--- config.mk ---
export PLATFORM = sky130hd
export DESIGN_NAME = db_fe_ctrl_flat
export DESIGN_NICKNAME = d
export VERILOG_FILES = /design/src/rtl/db_fe_ctrl_pkg.sv /design/src/rtl/db_fe_ctrl_if.sv /design/src/rtl/db_fe_rb_handshake.sv /design/src/rtl/db_fe_ctrl.sv /design/src/flat_wrapper.sv
export SDC_FILE = /design/constraint.sdc
export NUM_CORES = 1
export LEC_CHECK = 0
export CORE_ASPECT_RATIO = 0.7
export CORE_MARGIN = 2
export CORE_UTILIZATION = 55
export DETAILED_ROUTE_END_ITERATION = 7
export PLACE_DENSITY = 0.81
export REMOVE_ABC_BUFFERS = 1
export SYNTH_ARGS = -nofsm -noshare
export SYNTH_HDL_FRONTEND = slang
export SYNTH_SLANG_ARGS = --single-unit
--- constraint.sdc ---
create_clock -name clk -period 2.75 [get_ports clk]
set_clock_uncertainty 0.1 [all_clocks]
set_input_delay 0.4125 -clock clk [delete_from_list [all_inputs] [get_ports clk]]
set_output_delay 0.4125 -clock clk [all_outputs]
set_load 0.01 [all_outputs]
--- src/rtl/db_fe_ctrl_pkg.sv ---
// Shared constants for the daughterboard front-end control block:
// settings/readback offsets and the {tx,rx} ATR state encoding.
package db_fe_ctrl_pkg;

   localparam logic [7:0] OFF_ATR_IDLE = 8'd0;
   localparam logic [7:0] OFF_ATR_RX   = 8'd1;
   localparam logic [7:0] OFF_ATR_TX   = 8'd2;
   localparam logic [7:0] OFF_ATR_FDX  = 8'd3;
   localparam logic [7:0] OFF_DDR      = 8'd4;
   localparam logic [7:0] OFF_ATR_DIS  = 8'd5;
   localparam logic [7:0] OFF_CNT_CLR  = 8'd6;

   localparam logic [7:0] RB_OFF_GPIO  = 8'd0;
   localparam logic [7:0] RB_OFF_RXID  = 8'd1;
   localparam logic [7:0] RB_OFF_FDTX  = 8'd2;
   localparam logic [7:0] RB_OFF_DSDR  = 8'd3;
   localparam logic [7:0] RB_OFF_STATE = 8'd4;

   typedef enum logic [1:0] {
      ST_IDLE = 2'b00,
      ST_RX   = 2'b01,
      ST_TX   = 2'b10,
      ST_FDX  = 2'b11
   } atr_state_e;

endpackage

--- src/rtl/db_fe_ctrl_if.sv ---
// Settings-write and readback bus between the radio block (master) and
// the front-end control block (slave).
interface db_fe_ctrl_if;
   logic        set_stb;
   logic [7:0]  set_addr;
   logic [31:0] set_data;
   logic [7:0]  rb_addr;
   logic        rb_stb;
   logic [63:0] rb_data;

   modport master (output set_stb, set_addr, set_data, rb_addr,
                   input  rb_stb, rb_data);
   modport slave  (input  set_stb, set_addr, set_data, rb_addr,
                   output rb_stb, rb_data);
endinterface

--- src/rtl/db_fe_rb_handshake.sv ---
// Readback handshake: drops rb_stb for one cycle whenever rb_addr moves and
// reloads rb_data from the combinational mux every cycle.
module db_fe_rb_handshake (
   input  logic        clk,
   input  logic        reset,
   input  logic [7:0]  i_rb_addr,
   input  logic [63:0] i_rb_mux,
   output logic        o_rb_stb,
   output logic [63:0] o_rb_data
);

   logic [7:0]  r_rb_addr;
   logic        r_primed;
   logic        r_rb_stb;
   logic [63:0] r_rb_data;
   logic        w_addr_chg;

   assign w_addr_chg = (i_rb_addr != r_rb_addr);

   // r_primed holds off the first strobe after reset regardless of address
   always_ff @(posedge clk) begin
      if (reset) begin
         r_rb_addr <= '0;
         r_primed  <= 1'b0;
         r_rb_stb  <= 1'b0;
         r_rb_data <= '0;
      end else begin
         r_rb_addr <= i_rb_addr;
         r_primed  <= 1'b1;
         r_rb_stb  <= r_primed && !w_addr_chg;
         r_rb_data <= i_rb_mux;
      end
   end

   assign o_rb_stb  = r_rb_stb;
   assign o_rb_data = r_rb_data;

endmodule

--- src/rtl/db_fe_ctrl.sv ---
// Per-channel front-end control: ATR-driven GPIO, settings registers and readback.
// Optional transition counter enabled by defining DB_FE_ATR_CNT_EN.
module db_fe_ctrl
   import db_fe_ctrl_pkg::*;
#(
   parameter logic [7:0] SR_BASE = 8'd160,
   parameter logic [7:0] RB_BASE = 8'd16,
   parameter int         WIDTH   = 32
) (
   input  logic             clk,
   input  logic             reset,
   db_fe_ctrl_if.slave      fe_bus,
   input  logic             rx_running,
   input  logic             tx_running,
   input  logic [WIDTH-1:0] gpio_in,
   output logic [WIDTH-1:0] gpio_out,
   output logic [WIDTH-1:0] gpio_ddr,
   output logic [1:0]       atr_state
);

   logic [WIDTH-1:0] r_idle, r_rx, r_tx, r_fdx, r_ddr, r_dis;
   logic [WIDTH-1:0] r_gpio_out, r_sync1, r_sync2;
   atr_state_e       r_atr_state;

   logic [7:0]       w_set_off;
   logic [WIDTH-1:0] w_wdata;
   atr_state_e       w_atr_next;
   logic [WIDTH-1:0] w_atr_sel;
   logic [31:0]      w_cnt;
   logic [7:0]       w_rb_off;
   logic [63:0]      w_rb_mux;

   assign w_set_off  = fe_bus.set_addr - SR_BASE;
   assign w_wdata    = fe_bus.set_data[WIDTH-1:0];
   assign w_atr_next = atr_state_e'({tx_running, rx_running});

   always_comb begin
      w_atr_sel = r_fdx;
      case (r_atr_state)
         ST_IDLE: w_atr_sel = r_idle;
         ST_RX:   w_atr_sel = r_rx;
         ST_TX:   w_atr_sel = r_tx;
         default: w_atr_sel = r_fdx;
      endcase
   end

   always_ff @(posedge clk) begin
      if (reset) begin
         r_idle      <= '0;
         r_rx        <= '0;
         r_tx        <= '0;
         r_fdx       <= '0;
         r_ddr       <= '0;
         r_dis       <= '0;
         r_gpio_out  <= '0;
         r_sync1     <= '0;
         r_sync2     <= '0;
         r_atr_state <= ST_IDLE;
      end else begin
         r_atr_state <= w_atr_next;
         r_sync1     <= gpio_in;
         r_sync2     <= r_sync1;
         // ATR-disabled bits are pinned to the idle value
         r_gpio_out  <= (r_dis & r_idle) | (~r_dis & w_atr_sel);
         if (fe_bus.set_stb) begin
            case (w_set_off)
               OFF_ATR_IDLE: r_idle <= w_wdata;
               OFF_ATR_RX:   r_rx   <= w_wdata;
               OFF_ATR_TX:   r_tx   <= w_wdata;
               OFF_ATR_FDX:  r_fdx  <= w_wdata;
               OFF_DDR:      r_ddr  <= w_wdata;
               OFF_ATR_DIS:  r_dis  <= w_wdata;
               default: ;
            endcase
         end
      end
   end

`ifdef DB_FE_ATR_CNT_EN
   logic [31:0] r_cnt;

   // a clear coincident with a transition wins
   always_ff @(posedge clk) begin
      if (reset)
         r_cnt <= '0;
      else if (fe_bus.set_stb && (w_set_off == OFF_CNT_CLR))
         r_cnt <= '0;
      else if (w_atr_next != r_atr_state)
         r_cnt <= r_cnt + 32'd1;
   end

   assign w_cnt = r_cnt;
`else
   assign w_cnt = 32'd0;
`endif

   assign w_rb_off = fe_bus.rb_addr - RB_BASE;

   always_comb begin
      w_rb_mux = '0;
      case (w_rb_off)
         RB_OFF_GPIO:  w_rb_mux = {32'd0, 32'(r_sync2)};
         RB_OFF_RXID:  w_rb_mux = {32'(r_rx), 32'(r_idle)};
         RB_OFF_FDTX:  w_rb_mux = {32'(r_fdx), 32'(r_tx)};
         RB_OFF_DSDR:  w_rb_mux = {32'(r_dis), 32'(r_ddr)};
         RB_OFF_STATE: w_rb_mux = {30'd0, r_atr_state, w_cnt};
         default:      w_rb_mux = '0;
      endcase
   end

   db_fe_rb_handshake u_rb (
      .clk       (clk),
      .reset     (reset),
      .i_rb_addr (fe_bus.rb_addr),
      .i_rb_mux  (w_rb_mux),
      .o_rb_stb  (fe_bus.rb_stb),
      .o_rb_data (fe_bus.rb_data)
   );

   assign gpio_out  = r_gpio_out;
   assign gpio_ddr  = r_ddr;
   assign atr_state = r_atr_state;

endmodule

--- src/flat_wrapper.sv ---
// flat-port wrapper written by rule: the top's interface ports become plain ports
module db_fe_ctrl_flat import db_fe_ctrl_pkg::*;
#(
   parameter logic [7:0] SR_BASE = 8'd160,
   parameter logic [7:0] RB_BASE = 8'd16,
   parameter int         WIDTH   = 32
)
  (clk, reset, rx_running, tx_running, gpio_in, gpio_out, gpio_ddr, atr_state, fe_bus_set_stb, fe_bus_set_addr, fe_bus_set_data, fe_bus_rb_addr, fe_bus_rb_stb, fe_bus_rb_data);
  db_fe_ctrl_if fe_bus_i ();
  input  logic clk;
  input  logic reset;
  input  logic rx_running;
  input  logic tx_running;
  input  logic [WIDTH-1:0] gpio_in;
  output logic [WIDTH-1:0] gpio_out;
  output logic [WIDTH-1:0] gpio_ddr;
  output logic [1:0] atr_state;
  input wire logic [$bits(fe_bus_i.set_stb)-1:0] fe_bus_set_stb;
  input wire logic [$bits(fe_bus_i.set_addr)-1:0] fe_bus_set_addr;
  input wire logic [$bits(fe_bus_i.set_data)-1:0] fe_bus_set_data;
  input wire logic [$bits(fe_bus_i.rb_addr)-1:0] fe_bus_rb_addr;
  output wire logic [$bits(fe_bus_i.rb_stb)-1:0] fe_bus_rb_stb;
  output wire logic [$bits(fe_bus_i.rb_data)-1:0] fe_bus_rb_data;
  assign fe_bus_i.set_stb = fe_bus_set_stb;
  assign fe_bus_i.set_addr = fe_bus_set_addr;
  assign fe_bus_i.set_data = fe_bus_set_data;
  assign fe_bus_i.rb_addr = fe_bus_rb_addr;
  assign fe_bus_rb_stb = fe_bus_i.rb_stb;
  assign fe_bus_rb_data = fe_bus_i.rb_data;
  db_fe_ctrl #(.SR_BASE(SR_BASE), .RB_BASE(RB_BASE), .WIDTH(WIDTH)) u_core (.clk(clk), .reset(reset), .fe_bus(fe_bus_i), .rx_running(rx_running), .tx_running(tx_running), .gpio_in(gpio_in), .gpio_out(gpio_out), .gpio_ddr(gpio_ddr), .atr_state(atr_state));
endmodule
==> summary.md, run 1 <==
| Metric | Value |
|---|---|
| Worst ir drop on vdd | `0.0004164 V` |
| Number of buffers added by the clock tree synthesis step | `34` |
| Kind of cell with the highest combined delay on the critical path | `flip-flops` |
| Number of antenna violations at the first check in global routing | `0` |
| Cell type of the slowest stage on the worst timing path | `sky130_fd_sc_hd__dfxtp_2` |
| Synth async-reset ratio | `0%` |
| Synth Register Bits | `364` |
| Finished Core Util | `71.69%` |
| Crit path cell chain | `clkdlybuf4s50_1` |
| Post-synth top area cell | `sky130_fd_sc_hd__dfxtp_1` |
| Kind of capture point of the worst setup path | `output port` |
| Leakage power of the design | `5.943 nW` |
| Fin nets | `1,716` |
| Area added between synthesis and finish | `26.86%` |
| Kind of critical path | `reg2out` |
| Synthesized area per cell | `9.704 µm²` |
| Area contributors post-synth | `sky130_fd_sc_hd__dfxtp_1 (52%), sky130_fd_sc_hd__nand2_1 (10%), sky130_fd_sc_hd__mux4_2 (7.4%)` |
| Post-route setup slack | `0.3867 ns` |
| Initial Util | `56.51%` |
| Max-cap violations | `0` |
| Switching power as a share of total power | `21.42%` |
| Fmax | `423.1 MHz` |
| DRC violation count after routing | `0` |
| Clk sink count | `364` |
| Largest incremental delay on the critical path | `0.67 ns` |
| Aggregate global-route resource usage | `29.63%` |
| Unrepaired setup endpoints after global routing | `false` |
| Period utilization | `85.94%` |
| Arrival time at the worst endpoint | `1.85 ns` |
| Detailed placer's ending HPWL | `25,040 µm` |
| Post-CTS Resized | `0` |
| Synthesized instance count | `1,448` |
| Die Span X | `195.0 µm` |
| Remaining max-slew budget at the tightest pin | `57.07%` |
| Number of diodes | `0` |
| Wire length of the first global-routing pass | `62,330 µm` |
| Count of different cell masters after synthesis | `42` |
| Core region area | `24,860 µm²` |
| H-tree depth | `2` |
| Fin crit period | `2.363 ns` |
| CTS Buffer Depth | `3` |
| Share of layout cells above drive strength 1 | `16.34%` |
| I/O pin count | `216` |
| Worst Setup Slack post-DPL | `0.1336 ns` |
| DP Cell Count | `1,919` |
| Clock transition at path regs | `0.06 ns` |
| CP Max Fanout | `13` |
| Post-synth design cell area | `14,050 µm²` |
| First-pass iteration count of the detailed router | `5` |
| Layout fillers | `1,779` |
| Clk network pwr share | `45.8%` |
| Number of vias after detailed routing | `11,663` |
| Summed negative setup slack over all endpoints | `0 ns` |
| Setup-failing EPs final | `0` |
| Type of element launching the critical path | `register` |
| FP Rows | `48` |
| Clock latency reported for the late side of the worst-skew pair | `0.52 ns` |
| Detailed-route wire length per cell | `20.25 µm` |
| Total of hold buffers inserted after clock tree synthesis | `0` |
| FF/Latch Area | `7289 µm²` |
| CP Data Required Time | `2.24 ns` |
| Power after layout | `10.90 mW` |
| Final hold viol count | `0` |
| Vias in the first global route | `11,367` |
| Fraction of the yosys area taken by sequential cells | `51.86%` |
| Area share of the largest cell type after synthesis | `51.86%` |
| Share of power burned in combinational logic | `5.1%` |
| Relative contribution of sequential cells to total power | `49.2%` |
| Yosys synthesis warning count | `0` |
| Global route overflow | `0` |
| Worst slew pin tran | `0.6407 ns` |
| Final wirelength | `40,030 µm` |
| Remaining antenna violation count | `0` |
| Drt via density | `5.899` |
| Dominant register cell in the synthesized netlist | `sky130_fd_sc_hd__dfxtp_1` |
| Die area | `26,860 µm²` |
| Final Max Slew Viols | `0` |
| Power density over the cells | `611.3 nW/µm²` |
| Starting DRT DRC Count | `1,235` |
| Port buffer count | `215` |
| Final cell count without fillers | `1,977` |
| Buffer cell driving the clock tree root | `sky130_fd_sc_hd__clkbuf_16` |
| Area occupied by multi-input gates | `6321 µm²` |
| Internal portion of total power | `8.562 mW` |
| Type of the most critical hold path | `in2reg` |
| Clock tree from TritonCTS | `yes` |
| Pin count of the biggest net entering global routing | `129` |
| Switching power of the nets | `2.334 mW` |
| Buf/Inv on CP | `1` |
| Gpl congestion | `0.8827` |
| Setup Fix Bufs, Post-CTS | `0` |
| Die height | `137.7 µm` |
| Outcome | `finished, final reports clean` |
| Number of flops mapped to enable cells by yosys | `0` |
==> layout by cell type (no fill, tap or decap), types with 4 or more instances in the layout <==
| cell type | netlist | routed |
|---|---|---|
| sky130_fd_sc_hd__buf_12 | 0 | 14 |
| sky130_fd_sc_hd__o31ai_1 | 17 | 17 |
| sky130_fd_sc_hd__nor2_1 | 49 | 48 |
| sky130_fd_sc_hd__xor2_1 | 4 | 4 |
| sky130_fd_sc_hd__a21oi_2 | 60 | 60 |
| sky130_fd_sc_hd__xnor2_1 | 5 | 5 |
| sky130_fd_sc_hd__mux4_2 | 46 | 46 |
| sky130_fd_sc_hd__nor3_4 | 2 | 5 |
| sky130_fd_sc_hd__mux2_2 | 50 | 50 |
| sky130_fd_sc_hd__nor2b_1 | 108 | 106 |
| sky130_fd_sc_hd__a22oi_1 | 50 | 50 |
| sky130_fd_sc_hd__clkdlybuf4s50_1 | 0 | 212 |
| sky130_fd_sc_hd__clkbuf_1 | 73 | 7 |
| sky130_fd_sc_hd__nand3_2 | 0 | 5 |
| sky130_fd_sc_hd__dfxtp_1 | 364 | 362 |
| sky130_fd_sc_hd__clkbuf_16 | 0 | 35 |
| sky130_fd_sc_hd__buf_4 | 3 | 27 |
| sky130_fd_sc_hd__o211ai_1 | 17 | 17 |
| sky130_fd_sc_hd__bufinv_16 | 0 | 6 |
| sky130_fd_sc_hd__mux2i_1 | 14 | 14 |
| sky130_fd_sc_hd__nand2_1 | 384 | 384 |
| sky130_fd_sc_hd__clkinv_2 | 0 | 4 |
| sky130_fd_sc_hd__a21oi_1 | 132 | 132 |
==> layer usage <==
metal / wire length (µm) / up-vias / GRT usage, %
met1: 17370 / 5695 / 41.29
li1: - / 5278 / -
met4: 851 / 0 / 8.863
met3: 3484 / 86 / 5.165
met5: 0 / - / 0
met2: 18320 / 604 / 47.66
==> flip-flops by register name (all words and copies together), names as in the netlist, 2 cells and up <==
name,flops
u_core.r_tx,32
u_core.r_sync1,32
u_core.r_fdx,32
u_core.gpio_ddr,32
u_core.r_rx,32
u_core.r_sync2,32
u_core.r_idle,32
u_core.u_rb.o_rb_data,64
u_core.atr_state,2
u_core.gpio_out,32
u_core.u_rb.r_rb_addr,8
u_core.r_dis,32
==> power groups by stage <==
stage	combinational (mW)	clock [mW]	sequential, mW
finish	0.551	4.99	5.36
global route	0.581	5.25	5.36
CTS	0.546	5.03	5.36
detailed placement	0.542	0	5.48
global placement	0.536	0	5.47
floorplan	0.147	0	5.47
==> worst reg2reg max path, cell delays in order, from the launching register on <==
cell and delay [ns]:
sky130_fd_sc_hd__dfxtp_2 0.69, sky130_fd_sc_hd__nor2b_2 0.28, sky130_fd_sc_hd__buf_4 0.22, sky130_fd_sc_hd__a22oi_1 0.11, sky130_fd_sc_hd__o31ai_1 0.48
==> area by class of cell <==
class                      instances  share of cell area (%)
sequential                       364                   40.90
multi-input combinational        973                   35.46
timing repair buffer             254                   14.70
clock buffer                      45                   5.293
tap                              325                   2.281
clock inverter                    13                   1.306
inverter                           3                 0.06318
==> metrics by stage <==
step | hold WS [ns] | instance area [µm²]
floorplan | 0.3138 | 13560
global placement | 0.3220 | 16650
detailed placement | 0.3204 | 16650
CTS | 0.1838 | 17820
global route | 0.2034 | 17820
finish | 0.1920 | 17820
==> cells by family (layout without fill, tap and decap cells) <==
| group | count (synthesis) | count (layout) | synth area share, % |
|---|---|---|---|
| flip-flops | 364 | 364 | 51.86 |
| buffers and inverters | 111 | 315 | 3.580 |
| XOR/XNOR | 10 | 10 | 0.6768 |
| adder cells (fa/ha/maj) | 1 | 1 | 0.08903 |
| AO/OA/AOI/OAI | 280 | 280 | 13.13 |
| AND/OR/NAND/NOR | 572 | 572 | 18.29 |
| multiplexers | 110 | 110 | 12.38 |
==> Yosys cell counts, types with 4 or more instances <==
cell type / number
sky130_fd_sc_hd__buf_2: 24
sky130_fd_sc_hd__a21oi_1: 132
sky130_fd_sc_hd__xnor2_1: 5
sky130_fd_sc_hd__a21oi_2: 60
sky130_fd_sc_hd__buf_6: 6
sky130_fd_sc_hd__nor2b_1: 108
sky130_fd_sc_hd__xor2_1: 4
sky130_fd_sc_hd__mux4_2: 46
sky130_fd_sc_hd__mux2i_1: 14
sky130_fd_sc_hd__nand3_1: 5
sky130_fd_sc_hd__clkbuf_1: 73
sky130_fd_sc_hd__nand2_1: 384
sky130_fd_sc_hd__o31ai_1: 17
sky130_fd_sc_hd__o211ai_1: 17
sky130_fd_sc_hd__mux2_2: 50
sky130_fd_sc_hd__dfxtp_1: 364
sky130_fd_sc_hd__nor2_1: 49
sky130_fd_sc_hd__a22oi_1: 50
==> path summary, 6_finish.rpt <==
| kind | from | to | slack [ns] | depth (start not counted) |
|---|---|---|---|---|
| worst max register to register | u_core.atr_state[0] | u_core.gpio_out[20] | 0.73 | 4 |
| worst min-delay path | reset | u_core.r_sync1[26] | 0.19 | 2 |
| worst max-delay path | u_core.atr_state[1] | atr_state[1] | 0.39 | 1 |
| worst min register to register | u_core.r_sync1[16] | u_core.r_sync2[16] | 0.34 | 1 |
No activity file was read; power rests on OpenSTA's default activity.
==> run 2, diff against run 1 <==
--- a/config.mk
+++ b/config.mk
@@ -5,6 +5,7 @@
 export SDC_FILE = /design/constraint.sdc
 export NUM_CORES = 1
 export LEC_CHECK = 0
+export ABC_CLOCK_PERIOD_IN_PS = 2750
 export CORE_ASPECT_RATIO = 0.7
 export CORE_MARGIN = 2
 export CORE_UTILIZATION = 55
==> results of run 2 <==
Final layout, timing and power as in run 1 (identical DEF).
==> run 3, diff against run 2 <==
--- a/config.mk
+++ b/config.mk
@@ -12,6 +12,7 @@
 export DETAILED_ROUTE_END_ITERATION = 7
 export PLACE_DENSITY = 0.81
 export REMOVE_ABC_BUFFERS = 1
+export SETUP_SLACK_MARGIN = 0.05
 export SYNTH_ARGS = -nofsm -noshare
 export SYNTH_HDL_FRONTEND = slang
 export SYNTH_SLANG_ARGS = --single-unit
==> results of run 3 <==
Final layout, timing and power as in run 1 (identical DEF).
